### src/rtl/alu_pkg.sv
`default_nettype none
// ============================================================================
//  Module      : alu_pkg
//  Description : Opcode/funct constants and instruction decode for the
//                ALU operand-fetch stage.
//  Revision    : 1.0 - initial release
// ============================================================================
package alu_pkg;

    localparam int REG_AW = 5;

    localparam logic [5:0] OP_RTYPE = 6'h00;
    localparam logic [5:0] OP_ADDI  = 6'h08;
    localparam logic [5:0] OP_SLTI  = 6'h0A;
    localparam logic [5:0] OP_ANDI  = 6'h0C;
    localparam logic [5:0] OP_ORI   = 6'h0D;

    localparam logic [5:0] F_SLL = 6'h00;
    localparam logic [5:0] F_SRL = 6'h02;
    localparam logic [5:0] F_ADD = 6'h20;
    localparam logic [5:0] F_AND = 6'h24;
    localparam logic [5:0] F_OR  = 6'h25;
    localparam logic [5:0] F_SLT = 6'h2A;

    typedef struct packed {
        logic              legal;
        logic              is_r;
        logic              sext;
        logic [REG_AW-1:0] src1;
        logic [REG_AW-1:0] src2;
        logic [REG_AW-1:0] dest;
        logic [4:0]        shamt;
        logic [5:0]        funct;
    } dec_t;

    function automatic dec_t decode(input logic [31:0] instr);
        dec_t d;
        d.legal = 1'b1;
        d.is_r  = 1'b0;
        d.sext  = 1'b0;
        d.src1  = instr[25:21];
        d.src2  = instr[20:16];
        d.dest  = instr[20:16];
        d.shamt = 5'd0;
        d.funct = F_ADD;
        case (instr[31:26])
            OP_RTYPE: begin
                d.is_r  = 1'b1;
                d.dest  = instr[15:11];
                d.shamt = instr[10:6];
                d.funct = instr[5:0];
            end
            OP_ADDI: begin d.funct = F_ADD; d.sext = 1'b1; end
            OP_SLTI: begin d.funct = F_SLT; d.sext = 1'b1; end
            OP_ANDI: d.funct = F_AND;
            OP_ORI:  d.funct = F_OR;
            default: d.legal = 1'b0;
        endcase
        return d;
    endfunction

endpackage
`default_nettype wire

### src/rtl/alu_regfile.sv
`default_nettype none
// ============================================================================
//  Module      : alu_regfile
//  Description : 2R/1W register file, R0 hardwired to zero, write-through
//                forwarding on both read ports.
//  Revision    : 1.0 - initial release
// ============================================================================
module alu_regfile
    import alu_pkg::*;
#(
    parameter int NREGS = 32
) (
    input  logic              clk,
    input  logic              rst_n,
    input  logic              i_we,
    input  logic [REG_AW-1:0] i_waddr,
    input  logic [31:0]       i_wdata,
    input  logic [REG_AW-1:0] i_raddr0,
    input  logic [REG_AW-1:0] i_raddr1,
    output logic [31:0]       o_rdata0,
    output logic [31:0]       o_rdata1
);

    logic [31:0] r_mem [NREGS];

    always_ff @(posedge clk or negedge rst_n) begin
        if (!rst_n) begin
            for (int i = 0; i < NREGS; i++) begin
                r_mem[i] <= 32'd0;
            end
        end else if (i_we && (i_waddr != '0)) begin
            r_mem[i_waddr] <= i_wdata;
        end
    end

    // A same-cycle write must be seen by the instruction being accepted now.
    always_comb begin
        o_rdata0 = r_mem[i_raddr0];
        if (i_raddr0 == '0)
            o_rdata0 = 32'd0;
        else if (i_we && (i_waddr == i_raddr0))
            o_rdata0 = i_wdata;
    end

    always_comb begin
        o_rdata1 = r_mem[i_raddr1];
        if (i_raddr1 == '0)
            o_rdata1 = 32'd0;
        else if (i_we && (i_waddr == i_raddr1))
            o_rdata1 = i_wdata;
    end

endmodule
`default_nettype wire

### src/rtl/alu_operand_fetch.sv
`default_nettype none
// ============================================================================
//  Module      : alu_operand_fetch
//  Description : Decodes R-type and ADDI/SLTI/ANDI/ORI, reads operands,
//                tracks pending writebacks and registers operands for the ALU.
//  Revision    : 1.0 - initial release
// ============================================================================
module alu_operand_fetch
    import alu_pkg::*;
#(
    parameter int NREGS = 32
) (
    input  logic              clk,
    input  logic              rst_n,
    input  logic              instr_valid,
    output logic              instr_ready,
    input  logic [31:0]       instr,
    input  logic              wb_en,
    input  logic [REG_AW-1:0] wb_addr,
    input  logic [31:0]       wb_data,
    output logic              alu_valid,
    input  logic              alu_ready,
    output logic [31:0]       a,
    output logic [31:0]       b,
    output logic [4:0]        shamt,
    output logic [5:0]        funct,
    output logic [REG_AW-1:0] dest,
    output logic              err
);

    dec_t              w_dec;
    logic [31:0]       w_rs_data;
    logic [31:0]       w_rt_data;
    logic [31:0]       w_b;
    logic [NREGS-1:0]  w_clr_mask;
    logic [NREGS-1:0]  w_set_mask;
    logic [NREGS-1:0]  w_busy_eff;
    logic              w_hazard;
    logic              w_slot_free;
    logic              w_accept;
    logic              w_issue;

    logic [NREGS-1:0]  r_busy;
    logic              r_alu_valid;
    logic [31:0]       r_a;
    logic [31:0]       r_b;
    logic [4:0]        r_shamt;
    logic [5:0]        r_funct;
    logic [REG_AW-1:0] r_dest;
    logic              r_err;

    alu_regfile #(
        .NREGS (NREGS)
    ) u_regfile (
        .clk      (clk),
        .rst_n    (rst_n),
        .i_we     (wb_en),
        .i_waddr  (wb_addr),
        .i_wdata  (wb_data),
        .i_raddr0 (w_dec.src1),
        .i_raddr1 (w_dec.src2),
        .o_rdata0 (w_rs_data),
        .o_rdata1 (w_rt_data)
    );

    assign w_dec = decode(instr);

    // A register whose writeback lands this cycle no longer blocks issue.
    assign w_clr_mask  = wb_en ? (NREGS'(1) << wb_addr) : '0;
    assign w_busy_eff  = r_busy & ~w_clr_mask;
    assign w_hazard    = w_busy_eff[w_dec.src1]
                       | (w_dec.is_r & w_busy_eff[w_dec.src2])
                       | w_busy_eff[w_dec.dest];
    assign w_slot_free = !r_alu_valid || alu_ready;
    assign instr_ready = w_slot_free && (!w_dec.legal || !w_hazard);
    assign w_accept    = instr_valid && instr_ready;
    assign w_issue     = w_accept && w_dec.legal;
    assign w_set_mask  = (w_issue && (w_dec.dest != '0)) ? (NREGS'(1) << w_dec.dest) : '0;

    always_comb begin
        w_b = w_rt_data;
        if (!w_dec.is_r)
            w_b = w_dec.sext ? {{16{instr[15]}}, instr[15:0]} : {16'd0, instr[15:0]};
    end

    always_ff @(posedge clk or negedge rst_n) begin
        if (!rst_n) begin
            r_busy      <= '0;
            r_alu_valid <= 1'b0;
            r_a         <= 32'd0;
            r_b         <= 32'd0;
            r_shamt     <= 5'd0;
            r_funct     <= 6'd0;
            r_dest      <= '0;
            r_err       <= 1'b0;
        end else begin
            r_busy <= w_busy_eff | w_set_mask;
            r_err  <= w_accept && !w_dec.legal;
            if (w_issue) begin
                r_alu_valid <= 1'b1;
                r_a         <= w_rs_data;
                r_b         <= w_b;
                r_shamt     <= w_dec.shamt;
                r_funct     <= w_dec.funct;
                r_dest      <= w_dec.dest;
            end else if (alu_ready) begin
                r_alu_valid <= 1'b0;
            end
        end
    end

    assign alu_valid = r_alu_valid;
    assign a         = r_a;
    assign b         = r_b;
    assign shamt     = r_shamt;
    assign funct     = r_funct;
    assign dest      = r_dest;
    assign err       = r_err;

endmodule
`default_nettype wire

### config.mk
export PLATFORM = sky130hd
export DESIGN_NAME = alu_operand_fetch
export DESIGN_NICKNAME = d
export VERILOG_FILES = /design/src/rtl/alu_pkg.sv /design/src/rtl/alu_regfile.sv /design/src/rtl/alu_operand_fetch.sv
export SDC_FILE = /design/constraint.sdc
export NUM_CORES = 2
export LEC_CHECK = 0
export BUFFER_PORTS_ARGS = -buffer_cell sky130_fd_sc_hd__buf_2
export CAP_MARGIN = 5
export CORE_UTILIZATION = 50
export CTS_BUF_LIST = sky130_fd_sc_hd__clkbuf_8
export CTS_CLUSTER_DIAMETER = 60
export DETAILED_ROUTE_END_ITERATION = 16
export PLACE_DENSITY = 0.68
export SLEW_MARGIN = 20
export SYNTH_ARGS = -nofsm -noshare
export SYNTH_HDL_FRONTEND = slang
export SYNTH_SLANG_ARGS = --single-unit
### constraint.sdc
create_clock -name clk -period 4.4 [get_ports clk]
set_input_delay 0.88 -clock clk [delete_from_list [all_inputs] [get_ports clk]]
set_output_delay 0.88 -clock clk [all_outputs]
set_load 0.01 [all_outputs]
==> flow_summary.ini <==
[sta]
max_slew_margin_pct = 23.4
final_max_slew_viol_count = 0
worst_pin_slew_ns = 1.15
timing.final.crit_period_ns = 4.30
fin_crit_sh_pct = 97.8
setup_viol_count_final = 0
max_freq_ghz = 0.232
largest_clock_skew_in_the_final_design_ns = 0.0645
report.final.hold_viol_count = 0
total_negative_slack_ns = 0
fin_hold_ws_ns = 0.0911

[worst_setup_path]
critical_path_stages = 13
endpoint = instr_ready
crit-reg2reg-launch = r_busy[10]
arrival_ns = 3.42
most_used_cell_along_the_critical_path = buf_2
path_class = primary input to primary output
cp_startpoint_kind = primary input
capturing_point_of_the_worst_reg2reg_path = a[10]
rr_worst_depth = 10
timing.critical_path.cells = buf_2 -> or4_4 -> nor3_4 -> buf_12 -> a31oi_2 -> buf_4 -> o22ai_1 -> nor3_1 -> nor4_1 -> or3_4 -> nor2_1 -> o21a_1 -> buf_2
timing.critical_path.slowest_stage_cell = or4_4
reg2reg_slack_ns = 1.29
slowest_delay_ns = 0.57
cp_top_family = simple AND/OR/NAND/NOR gates
cp_data_required_time_ns = 3.52
path_buf_inv = 4
crit_fanout = 8
critPathLaunch = instr[26]
sort_of_element_at_the_end_of_the_critical_path = primary output

[clock_tree]
tritoncts = built
clkLatencyLatePin_ns = 0.93
htreeDepth = 4
tritoncts.num_buffers = 193
cts.reportedPaths.clkPinSlew_ns = 0.06
clock-root-buffer = clkbuf_8
clock_tree.buffer_depth = 3
clock_sink_count = 1138

[layout]
area_growth_syn_to_layout_pct = 12.1
layout.nets = 4432
fill_cell_instance_count_of_the_final_layout = 9703
finalNonFillerCells = 6126
drive_above_1_share_pct = 49.3
layout.area.seq_sq_mm = 0.0285
multiInputGateArea_sq_mm = 0.0307

[yosys]
syn_area_cell_sq_um = 14.2
synth_enable_flop_cells = 0
netlist_top_cells_area = dfrtp_1 (47%), mux4_2 (19%), mux2_2 (18%), mux2i_1 (3.5%), clkbuf_1 (2.1%)
synth_cells = 4273
cell_area_after_technology_mapping_sq_mm = 0.0608
synth.ff_latch_count = 1138
synth_sequential_area_ratio_pct = 46.9
synthTopCellsByCount = dfrtp_1 (1138), mux2_2 (994), mux4_2 (526), clkbuf_1 (340), nand2_1 (254)
number_of_nets_in_the_synthesized_netlist = 4347
synth_top_cell_area_share_pct = 46.9
synth_most_common_cell = dfrtp_1
yosys_warnings = 0
synthArstFlopShare_pct = 100
most_area_hungry_cell_type_in_the_yosys_netlist = dfrtp_1
synthDistinctLibCells = 66
postSynth.topFlopCell = dfrtp_1

[power]
power.static_leakage_nw = 30.2
irDropWorstVdd_uv = 356
cellPowerDensity_mw_per_mm2 = 441

[placed_design]
port_buffers = 156
dp_hpwl_mm = 106
gpl.final_weighted_congestion = 0.949
numPlacedInstances = 5774

[outcome]
status = completed

[grt]
grt_antenna_before_repair = 9
grt_pass1_vias = 41072
overflow = 0
grt_first_pass_wirelength_mm = 279
grt_start_max_net_pins = 124
global_route.usage.total_pct = 31.0

[floorplan]
die_h_microns = 351
die-width_microns = 351
initial_utilization_pct = 50.5
core_sq_mm = 0.120
fp.dieArea_sq_mm = 0.123
rows = 127
ios = 157

[routing]
route.final.wire_length_mm = 187
detail_route.vias_per_cell = 6.59
avgRoutedWirePerCell_microns = 30.5
drt.antenna.violating_nets = 0
routed-via-count = 40345
drcViolationCount = 0
drtPass1Iterations = 6
detailedRoute.firstIterationViolations = 4254

[job]
cap_violations = 0

[min_path]
min_path_type = primary input to async pin
-- report_power, final --
part	internal (W)	switching (W)	total (W)
Combinational	0.00373	0.00258	0.00631
Sequential	0.0124	0.00138	0.0138
Clock	0.00528	0.00462	0.00989
-- cells by family after synthesis --
| family | Yosys count | share of synthesized area, % |
|---|---|---|
| and+or+nand+nor | 464 | 3.30 |
| muxes | 1772 | 42.1 |
| buffers and inverters | 491 | 3.16 |
| xor gates and xnor gates | 10 | 0.144 |
| DFF | 1138 | 46.9 |
| AOI/OAI and AO/OA | 398 | 4.40 |
-- metal layers --
layer	track usage, %	wire [microns]
met4	12.8	7500
met1	42.8	76600
met3	5.78	14500
met2	48.4	88200
met5	0	61
-- per-stage QoR --
stage / utilization [%] / power (W) / area [sq um] / setup WS [ns]
4_1_cts: 56.6 / 0.0301 / 68100 / 0.0190
3_5_place_dp: 53.3 / 0.0203 / 64100 / -0.0508
6_report: 56.7 / 0.0300 / 68100 / 0.0974
2_1_floorplan: - / 0.0182 / 60800 / 0.526
5_1_grt: 56.7 / 0.0313 / 68100 / -0.0139
3_3_place_gp: 53.3 / 0.0200 / 64100 / -0.0618
-- cell type report --
type	count	share of cell area, %
inverter	32	0.184
timing repair buffer	349	4.10
clock inverter	108	1.08
antenna	5	0.0184
multi-input combinational	2644	45.1
tap	1612	2.96
clock buffer	238	4.81
sequential	1138	41.8
-- cells in the final DEF (no fill, tap or decap), types with 13 or more instances in the layout --
cell	n
dfrtp_1	1138
mux2_2	994
mux4_2	526
nand2_1	241
clkbuf_8	238
mux2i_1	212
buf_4	157
buf_2	146
a21oi_1	106
nor2_1	94
inv_1	88
o21ai_0	57
a22oi_1	56
mux2_1	40
buf_12	40
a221oi_1	34
o211ai_1	30
nand3_1	27
a32o_1	27
clkinv_2	26
nor2_4	20
nor3_1	17
o21ai_1	16
o22ai_1	14
a211oi_1	13
-- worst min-delay path by stage --
stage | to | slack [ns] | depth (start not counted)
6_report | u_regfile.r_mem[341] | 0.09 | 1
5_1_grt | u_regfile.r_mem[673] | 0.11 | 1
4_1_cts | u_regfile.r_mem[128] | 0.03 | 1
3_5_place_dp | u_regfile.r_mem[1001] | 0.38 | 0
3_3_place_gp | u_regfile.r_mem[1003] | 0.38 | 0
2_1_floorplan | u_regfile.r_mem[1000] | 0.44 | 1
-- sequential cells by signal, indices dropped and copies added, names as in the netlist --
name             cells
u_regfile.r_mem   1024
a                   32
b                   32
r_busy              32
funct                6
dest                 5
shamt                5
alu_valid            1
err                  1
-- repair_timing --
item / in CTS / in global routing
gates resized for setup: 0 / 18
endpoints found under the setup margin: 0 / 1
hold buffers: 0 / 0
buffers inserted: 0 / 1
No activity file was read; power rests on OpenSTA's default activity.
